--- config.mk ---
export PLATFORM = sky130hd
export DESIGN_NAME = tc_multi_scan
export DESIGN_NICKNAME = d
export VERILOG_FILES = /design/src/rtl/tc_multi_scan.sv
export SDC_FILE = /design/constraint.sdc
export NUM_CORES = 1
export LEC_CHECK = 0
export CAP_MARGIN = 5
export CORE_ASPECT_RATIO = 1.1
export CORE_MARGIN = 5
export CORE_UTILIZATION = 45
export CTS_BUF_LIST = sky130_fd_sc_hd__clkbuf_8 sky130_fd_sc_hd__clkbuf_16
export CTS_CLUSTER_SIZE = 24
export DETAILED_ROUTE_END_ITERATION = 10
export HOLD_SLACK_MARGIN = 0.1
export PLACE_DENSITY_LB_ADDON = 0.05
export SYNTH_ARGS = -nofsm -noshare
export SYNTH_HDL_FRONTEND = slang
export SYNTH_SLANG_ARGS = --single-unit
--- constraint.sdc ---
create_clock -name s_axi_aclk -period 3.8 [get_ports s_axi_aclk]
set_input_delay 1.14 -clock s_axi_aclk [delete_from_list [all_inputs] [get_ports s_axi_aclk]]
set_output_delay 1.14 -clock s_axi_aclk [all_outputs]
set_load 0.1 [all_outputs]
--- src/rtl/tc_multi_scan.sv ---
// Multi-channel MAX31855 thermocouple scanner behind an AXI4-Lite register file.
// One shared SCLK/MISO bus, one active-low chip select per channel, sticky per-channel alarms.
module tc_multi_scan #(
    parameter int CHANNELS           = 4,
    parameter int CLK_DIV            = 10,
    parameter int TIMER_INIT         = 100000,
    parameter int C_S_AXI_DATA_WIDTH = 32,
    parameter int C_S_AXI_ADDR_WIDTH = 8
) (
    input  logic                            s_axi_aclk,
    input  logic                            s_axi_aresetn,
    input  logic [C_S_AXI_ADDR_WIDTH-1:0]   s_axi_awaddr,
    input  logic [2:0]                      s_axi_awprot,
    input  logic                            s_axi_awvalid,
    output logic                            s_axi_awready,
    input  logic [C_S_AXI_DATA_WIDTH-1:0]   s_axi_wdata,
    input  logic [C_S_AXI_DATA_WIDTH/8-1:0] s_axi_wstrb,
    input  logic                            s_axi_wvalid,
    output logic                            s_axi_wready,
    output logic [1:0]                      s_axi_bresp,
    output logic                            s_axi_bvalid,
    input  logic                            s_axi_bready,
    input  logic [C_S_AXI_ADDR_WIDTH-1:0]   s_axi_araddr,
    input  logic [2:0]                      s_axi_arprot,
    input  logic                            s_axi_arvalid,
    output logic                            s_axi_arready,
    output logic [C_S_AXI_DATA_WIDTH-1:0]   s_axi_rdata,
    output logic [1:0]                      s_axi_rresp,
    output logic                            s_axi_rvalid,
    input  logic                            s_axi_rready,
    output logic                            SCLK,
    output logic [CHANNELS-1:0]             CSn,
    input  logic                            MISO,
    output logic                            irq
);
    localparam int CH_W = (CHANNELS > 1) ? $clog2(CHANNELS) : 1;
    localparam logic [15:0] HALF_M1 = 16'(CLK_DIV - 1);
    localparam logic [15:0] GAP_M1  = 16'(2 * CLK_DIV - 1);

    typedef enum logic [2:0] {S_IDLE, S_SEL, S_SHIFT, S_COMMIT, S_GAP} state_t;

    state_t              state_q, state_d;
    logic [CH_W-1:0]     ch_q, ch_d;
    logic [15:0]         cnt_q, cnt_d, scan_cnt_q, scan_cnt_d;
    logic [4:0]          bit_q, bit_d;
    logic [31:0]         sh_q, sh_d, timer_q, timer_d, timer_lmt_q, timer_lmt_d;
    logic                sclk_q, sclk_d, irq_q, irq_d;
    logic                timer_en_q, timer_en_d, irq_en_q, irq_en_d;
    logic [CHANNELS-1:0] csn_q, csn_d, mask_q, mask_d, alarm_q, alarm_d;
    logic [31:0]         data_q [CHANNELS];
    logic [31:0]         data_d [CHANNELS];
    logic [13:0]         hlim_q [CHANNELS];
    logic [13:0]         hlim_d [CHANNELS];
    logic                bvalid_q, bvalid_d, rvalid_q, rvalid_d;
    logic [1:0]          bresp_q, bresp_d, rresp_q, rresp_d;
    logic [31:0]         rdata_q, rdata_d;

    logic                wr_en, rd_en, start, tick, busy;
    logic                first_ok, next_ok;
    logic [CH_W-1:0]     first_ch, next_ch;
    logic [CHANNELS-1:0] w1c, alarm_set;
    logic [5:0]          wa, ra;

    assign busy  = (state_q != S_IDLE);
    assign wr_en = s_axi_awvalid & s_axi_wvalid & ~bvalid_q;
    assign rd_en = s_axi_arvalid & ~rvalid_q;
    assign wa    = s_axi_awaddr[7:2];
    assign ra    = s_axi_araddr[7:2];

    always_comb begin
        state_d     = state_q;
        ch_d        = ch_q;
        cnt_d       = cnt_q;
        bit_d       = bit_q;
        sh_d        = sh_q;
        sclk_d      = sclk_q;
        csn_d       = csn_q;
        scan_cnt_d  = scan_cnt_q;
        timer_en_d  = timer_en_q;
        irq_en_d    = irq_en_q;
        timer_lmt_d = timer_lmt_q;
        mask_d      = mask_q;
        data_d      = data_q;
        hlim_d      = hlim_q;
        bvalid_d    = bvalid_q;
        bresp_d     = bresp_q;
        rvalid_d    = rvalid_q;
        rresp_d     = rresp_q;
        rdata_d     = rdata_q;
        start       = 1'b0;
        w1c         = '0;
        alarm_set   = '0;
        tick        = 1'b0;

        // Lowest enabled channel overall, and lowest enabled channel above the current one
        first_ok = 1'b0;
        first_ch = '0;
        next_ok  = 1'b0;
        next_ch  = '0;
        for (int i = CHANNELS - 1; i >= 0; i--) begin
            if (mask_q[i]) begin
                first_ok = 1'b1;
                first_ch = CH_W'(i);
            end
            if (mask_q[i] && i > int'(ch_q)) begin
                next_ok = 1'b1;
                next_ch = CH_W'(i);
            end
        end

        if (bvalid_q && s_axi_bready) bvalid_d = 1'b0;
        if (wr_en) begin
            bvalid_d = 1'b1;
            bresp_d  = 2'b00;
            case (wa)
                6'h00: begin
                    start      = s_axi_wdata[0];
                    timer_en_d = s_axi_wdata[1];
                    irq_en_d   = s_axi_wdata[2];
                end
                6'h02: timer_lmt_d = s_axi_wdata;
                6'h03: mask_d = s_axi_wdata[CHANNELS-1:0];
                6'h04: w1c = s_axi_wdata[CHANNELS-1:0];
                default: begin
                    if (wa[5:4] == 2'b10 && int'(wa[3:0]) < CHANNELS)
                        hlim_d[wa[CH_W-1:0]] = s_axi_wdata[13:0];
                    else
                        bresp_d = 2'b10;
                end
            endcase
        end

        if (rvalid_q && s_axi_rready) rvalid_d = 1'b0;
        if (rd_en) begin
            rvalid_d = 1'b1;
            rresp_d  = 2'b00;
            case (ra)
                6'h00: rdata_d = {29'd0, irq_en_q, timer_en_q, 1'b0};
                6'h01: rdata_d = {scan_cnt_q, 8'd0, 4'(ch_q), 3'd0, busy};
                6'h02: rdata_d = timer_lmt_q;
                6'h03: rdata_d = 32'(mask_q);
                6'h04: rdata_d = 32'(alarm_q);
                default: begin
                    if (ra[5:4] == 2'b01 && int'(ra[3:0]) < CHANNELS)
                        rdata_d = data_q[ra[CH_W-1:0]];
                    else if (ra[5:4] == 2'b10 && int'(ra[3:0]) < CHANNELS)
                        rdata_d = {18'd0, hlim_q[ra[CH_W-1:0]]};
                    else begin
                        rdata_d = 32'hDEC0DEE3;
                        rresp_d = 2'b10;
                    end
                end
            endcase
        end

        // Idle timer; held at zero whenever it is not allowed to count
        timer_d = '0;
        if (!busy && timer_en_q && timer_lmt_q != 32'd0) begin
            if (timer_q == timer_lmt_q - 32'd1) tick = 1'b1;
            else timer_d = timer_q + 32'd1;
        end

        case (state_q)
            S_IDLE: begin
                if ((start || tick) && first_ok) begin
                    state_d = S_SEL;
                    ch_d    = first_ch;
                    csn_d   = ~(CHANNELS'(1) << first_ch);
                    cnt_d   = '0;
                end
            end
            S_SEL: begin
                if (cnt_q == HALF_M1) begin
                    state_d = S_SHIFT;
                    cnt_d   = '0;
                    bit_d   = '0;
                end else cnt_d = cnt_q + 16'd1;
            end
            S_SHIFT: begin
                if (cnt_q == HALF_M1) begin
                    cnt_d = '0;
                    if (!sclk_q) begin
                        sclk_d = 1'b1;
                        sh_d   = {sh_q[30:0], MISO};
                    end else begin
                        sclk_d = 1'b0;
                        if (bit_q == 5'd31) begin
                            state_d = S_COMMIT;
                            csn_d   = '1;
                        end else bit_d = bit_q + 5'd1;
                    end
                end else cnt_d = cnt_q + 16'd1;
            end
            S_COMMIT: begin
                csn_d        = '1;
                data_d[ch_q] = sh_q;
                if (sh_q[16] || $signed(sh_q[31:18]) > $signed(hlim_q[ch_q]))
                    alarm_set[ch_q] = 1'b1;
                state_d = S_GAP;
                cnt_d   = '0;
            end
            S_GAP: begin
                if (cnt_q == GAP_M1) begin
                    cnt_d = '0;
                    if (next_ok) begin
                        state_d = S_SEL;
                        ch_d    = next_ch;
                        csn_d   = ~(CHANNELS'(1) << next_ch);
                    end else begin
                        state_d    = S_IDLE;
                        scan_cnt_d = scan_cnt_q + 16'd1;
                    end
                end else cnt_d = cnt_q + 16'd1;
            end
            default: state_d = S_IDLE;
        endcase

        // A set from COMMIT overrides a simultaneous write-1-to-clear
        alarm_d = (alarm_q & ~w1c) | alarm_set;
        irq_d   = irq_en_q & (|alarm_q);
    end

    always_ff @(posedge s_axi_aclk) begin
        if (!s_axi_aresetn) begin
            state_q     <= S_IDLE;
            ch_q        <= '0;
            cnt_q       <= '0;
            bit_q       <= '0;
            sh_q        <= '0;
            sclk_q      <= 1'b0;
            csn_q       <= '1;
            scan_cnt_q  <= '0;
            timer_q     <= '0;
            timer_en_q  <= 1'b0;
            irq_en_q    <= 1'b0;
            timer_lmt_q <= 32'(TIMER_INIT);
            mask_q      <= '1;
            alarm_q     <= '0;
            irq_q       <= 1'b0;
            bvalid_q    <= 1'b0;
            bresp_q     <= 2'b00;
            rvalid_q    <= 1'b0;
            rresp_q     <= 2'b00;
            rdata_q     <= '0;
            for (int i = 0; i < CHANNELS; i++) begin
                data_q[i] <= '0;
                hlim_q[i] <= 14'h1FFF;
            end
        end else begin
            state_q     <= state_d;
            ch_q        <= ch_d;
            cnt_q       <= cnt_d;
            bit_q       <= bit_d;
            sh_q        <= sh_d;
            sclk_q      <= sclk_d;
            csn_q       <= csn_d;
            scan_cnt_q  <= scan_cnt_d;
            timer_q     <= timer_d;
            timer_en_q  <= timer_en_d;
            irq_en_q    <= irq_en_d;
            timer_lmt_q <= timer_lmt_d;
            mask_q      <= mask_d;
            alarm_q     <= alarm_d;
            irq_q       <= irq_d;
            bvalid_q    <= bvalid_d;
            bresp_q     <= bresp_d;
            rvalid_q    <= rvalid_d;
            rresp_q     <= rresp_d;
            rdata_q     <= rdata_d;
            data_q      <= data_d;
            hlim_q      <= hlim_d;
        end
    end

    assign s_axi_awready = wr_en;
    assign s_axi_wready  = wr_en;
    assign s_axi_bvalid  = bvalid_q;
    assign s_axi_bresp   = bresp_q;
    assign s_axi_arready = ~rvalid_q;
    assign s_axi_rvalid  = rvalid_q;
    assign s_axi_rresp   = rresp_q;
    assign s_axi_rdata   = rdata_q;
    assign SCLK          = sclk_q;
    assign CSn           = csn_q;
    assign irq           = irq_q;

    logic unused_ok;
    assign unused_ok = ^{s_axi_awprot, s_axi_arprot, s_axi_wstrb,
                         s_axi_awaddr[1:0], s_axi_araddr[1:0]};
endmodule

==> impl_metrics.env <==
export IMPL_initial_core_util_pct=45.5
export IMPL_min_from="data_q[24]$_SDFFE_PN0P_"
export IMPL_via_count=16000
export IMPL_nets=2340
export IMPL_power_per_cell_area_nw_per_um2=417
export IMPL_grt_pass1_vias=15500
export IMPL_cts_path_max_buffers=3
export IMPL_fin_setup_tns_ns=0
export IMPL_crit_buf_inv=3
export IMPL_ir_drop_v=0.000400
export IMPL_ctsHoldBuffers=0
export IMPL_cp_top_family="buffers and inverters"
export IMPL_cp_max_fo=3
export IMPL_netlist_cell_type_count=79
export IMPL_grt_max_degree=101
export IMPL_worstPathRequired_ns=2.66
export IMPL_maxSlewViolCount=0
export IMPL_min_path_type="reg -> reg"
export IMPL_path_cells="clkdlybuf4s50_1 > nand2_1 > or2_2 > inv_1 > buf_12"
export IMPL_hpwl_um=37300
export IMPL_layout_setup_ws_ns=0.340
export IMPL_drtPass1Iterations=5
export IMPL_cts_inserted_buffers=42
export IMPL_rsz0062_at_grt="no"
export IMPL_period_share_pct=91.0
export IMPL_routabilityCongestion=0.931
export IMPL_post_place_ws_ns=0.282
export IMPL_cp_arrival_ns=2.32
export IMPL_ioPinCount=113
export IMPL_wire_per_inst_um=20.0
export IMPL_timing_final_hold_violations=0
export IMPL_row_count=76
export IMPL_synth_avg_cell_area_sq_um=8.09
export IMPL_route_met2_wl_um=26500
export IMPL_crit_path_max_incr_delay_ns=0.45
export IMPL_rrSetupSlack_ns=0.40
export IMPL_r2r_end="cnt_q[6]$_SDFFE_PN0P_"
export IMPL_cap_violations=0
export IMPL_cp_slowest_cell="clkdlybuf4s50_1"
export IMPL_grt_first_pass_wirelength_um=87700
export IMPL_die_x_um=200
export IMPL_post_cts_setup_buffer_count=0
export IMPL_synth_most_common_cell="nand2_1"
export IMPL_dp_cells=2716
export IMPL_synth_simple_gate_area_share_pct=25.2
export IMPL_die_h_um=219
export IMPL_synth_area_mux_share_pct=8.01
export IMPL_synth_compound_area_share_pct=15.1
export IMPL_endpoint="s_axi_wready"
export IMPL_drt_initial_drc_count=1064
export IMPL_outcome="finished, final reports clean"
export IMPL_yosys_top_cells_area="dfxtp_1 (42%), nand2_1 (13%), a21oi_1 (7.3%), mux4_2 (7.2%), clkbuf_1 (3.0%)"
export IMPL_slew_headroom_pct=36.3
export IMPL_period_needed_ns=3.46
export IMPL_utilization_pct=52.8
export IMPL_end_kind="output port"
export IMPL_synth_xor_area_share_pct=3.93
export IMPL_wl_met1_um=24400
export IMPL_dieArea_sq_um=43700
export IMPL_cp_depth=5
export IMPL_grt_antenna_before_repair=0
export IMPL_h_tree_depth=2
export IMPL_ys_seq_area_share_pct=42.0
export IMPL_rr_worst_depth=11
export IMPL_stdcell_area_sq_um=20700
export IMPL_crit_type="in -> out"
export IMPL_crit_start="s_axi_awvalid"
export IMPL_synthAdderAreaFrac_pct=1.47
export IMPL_drive_gt1_share_pct=12.6
export IMPL_fin_cells=2793
export IMPL_grt_overflow_total=0
export IMPL_setup_viol=0
export IMPL_wl_um=55800
export IMPL_n_antenna_cell=0
export IMPL_cts_resized=0
export IMPL_via_per_inst=5.72
export IMPL_cp_start_kind="primary input"
export IMPL_syn_to_final_growth_pct=16.0
export IMPL_clk_latency_ns=0.58
export IMPL_synth_common_cells="nand2_1 (598), dfxtp_1 (374), a21oi_1 (260)"
export IMPL_async_flop_share_pct=0
export IMPL_drc=0
export IMPL_synth_flop_cell="dfxtp_1"
export IMPL_highest_layer="met4"
export IMPL_netlist_top_cell_by_area="dfxtp_1"
export IMPL_port_buffer_count=96
export IMPL_syn_inst=2206
export IMPL_ys_seq_elements=374
export IMPL_ant_nets=0
export IMPL_ctsRootBufferMaster="clkbuf_16"
export IMPL_syn_area_sq_um=17800
export IMPL_cts_tree="done"
export IMPL_fill_cells=3816
export IMPL_r2r_start="timer_lmt_q[1]$_SDFFE_PN0P_"
export IMPL_skew_ns=0.0192
export IMPL_synthDominantCellAreaShare_pct=42.0
export IMPL_worst_pin_slew_ns=0.955
export IMPL_clock_fmax_mhz=289
export IMPL_synth_edff_count=0
export IMPL_met3_length_um=3290
export IMPL_grtUsageTotal_pct=25.4
export IMPL_clk_pin_slew_ns=0.06
export IMPL_numClockSinks=374
export IMPL_core_area_sq_um=39200
export IMPL_placed_area_sq_um=19300
export IMPL_synth_top_family_by_area="simple AND/OR/NAND/NOR gates"
export IMPL_cellLeakagePower_nw=7.48
export IMPL_yosys_warnings=0
==> tightest hold or removal path, stage by stage, from the launching register on <==
cell     delay, ns
dfxtp_1       0.30
nand2_1       0.05
a21oi_1       0.05
==> power by group <==
| group | switching [mW] | internal [mW] | leakage [nW] |
|---|---|---|---|
| Combinational | 0.481 | 0.174 | 3.74 |
| Clock | 1.70 | 2.29 | 0.718 |
| Sequential | 0.0243 | 3.95 | 3.02 |
==> logic make-up (layout without fill, tap and decap cells) <==
family / after synthesis / in the layout
and+or+nand+nor: 1013 / 1013
AOI/OAI and AO/OA: 451 / 451
DFF: 374 / 374
buffers and inverters: 195 / 274
xor gates and xnor gates: 80 / 80
muxes: 71 / 71
adders and majority gates: 21 / 21
other: 1 / 2
==> how the worst min path moves through the flow <==
stage	end	slack, ns	cells after the start
after floorplan	irq$_SDFF_PN0_	0.43	2
after global placement	data_q[25]$_SDFFE_PN0P_	0.44	2
after detailed placement	data_q[24]$_SDFFE_PN0P_	0.44	2
after CTS	data_q[24]$_SDFFE_PN0P_	0.45	2
after global routing	data_q[21]$_SDFFE_PN0P_	0.47	2
final	data_q[24]$_SDFFE_PN0P_	0.45	2
==> flip-flops by register name, summed over array words and instances (netlist names) <==
name,count
hlim_q,56
state_q,3
s_axi_rresp,1
scan_cnt_q,16
s_axi_bresp,1
timer_q,32
sh_q,32
timer_lmt_q,32
alarm_q,4
irq_en_q,1
cnt_q,16
s_axi_bvalid,1
CSn,4
irq,1
timer_en_q,1
mask_q,4
s_axi_rdata,32
s_axi_rvalid,1
ch_q,2
bit_q,5
SCLK,1
data_q,128
==> cell usage in the layout (no fill, tap or decap), drive strengths merged, types with 7 or more instances in the layout <==
master	synthesis	layout
ha	21	21
nor3	38	38
nor2b	10	10
a21oi	260	260
o21a	7	7
or3	12	12
or2	11	11
o22ai	9	9
a32oi	9	9
mux4	57	57
buf	22	118
clkbuf	142	51
nor3b	7	7
nand2b	11	11
a31oi	9	9
xor2	39	39
and3	24	24
a221o	8	8
clkinv	1	13
nand3b	7	7
o21ai	52	52
a211oi	8	8
xnor2	41	41
nand3	95	95
mux2i	10	10
a22oi	23	23
nor2	128	128
clkdlybuf4s50	0	48
a311oi	11	11
o211ai	15	15
nand4	23	23
nand2	598	598
dfxtp	374	374
inv	30	42
nor4	24	24
==> metrics by stage <==
step	hold WS [ns]	total power, mW
finish	0.450	8.63
global route	0.469	8.93
CTS	0.451	8.72
detailed placement	0.444	4.72
global placement	0.439	4.72
floorplan	0.428	4.50
==> metal layers <==
metal  vias to the layer above  global-route usage (%)
li1                       7766                       -
met1                      7643                    34.5
met2                       488                    41.8
met3                        83                    3.26
met4                         0                    8.65
met5                         -                       0
==> layout make-up <==
| class | count | area, sq um | share of cell area, % |
|---|---|---|---|
| clock inverters | 26 | 174 | 0.840 |
| repair buffers | 166 | 1460 | 7.06 |
| multi-input cells | 1638 | 9630 | 46.5 |
| clock buffers | 51 | 1190 | 5.73 |
| inverters | 31 | 124 | 0.598 |
| well taps | 507 | 634 | 3.06 |
| flip-flops and latches | 374 | 7490 | 36.2 |
Power figures use the tool's default switching activity.
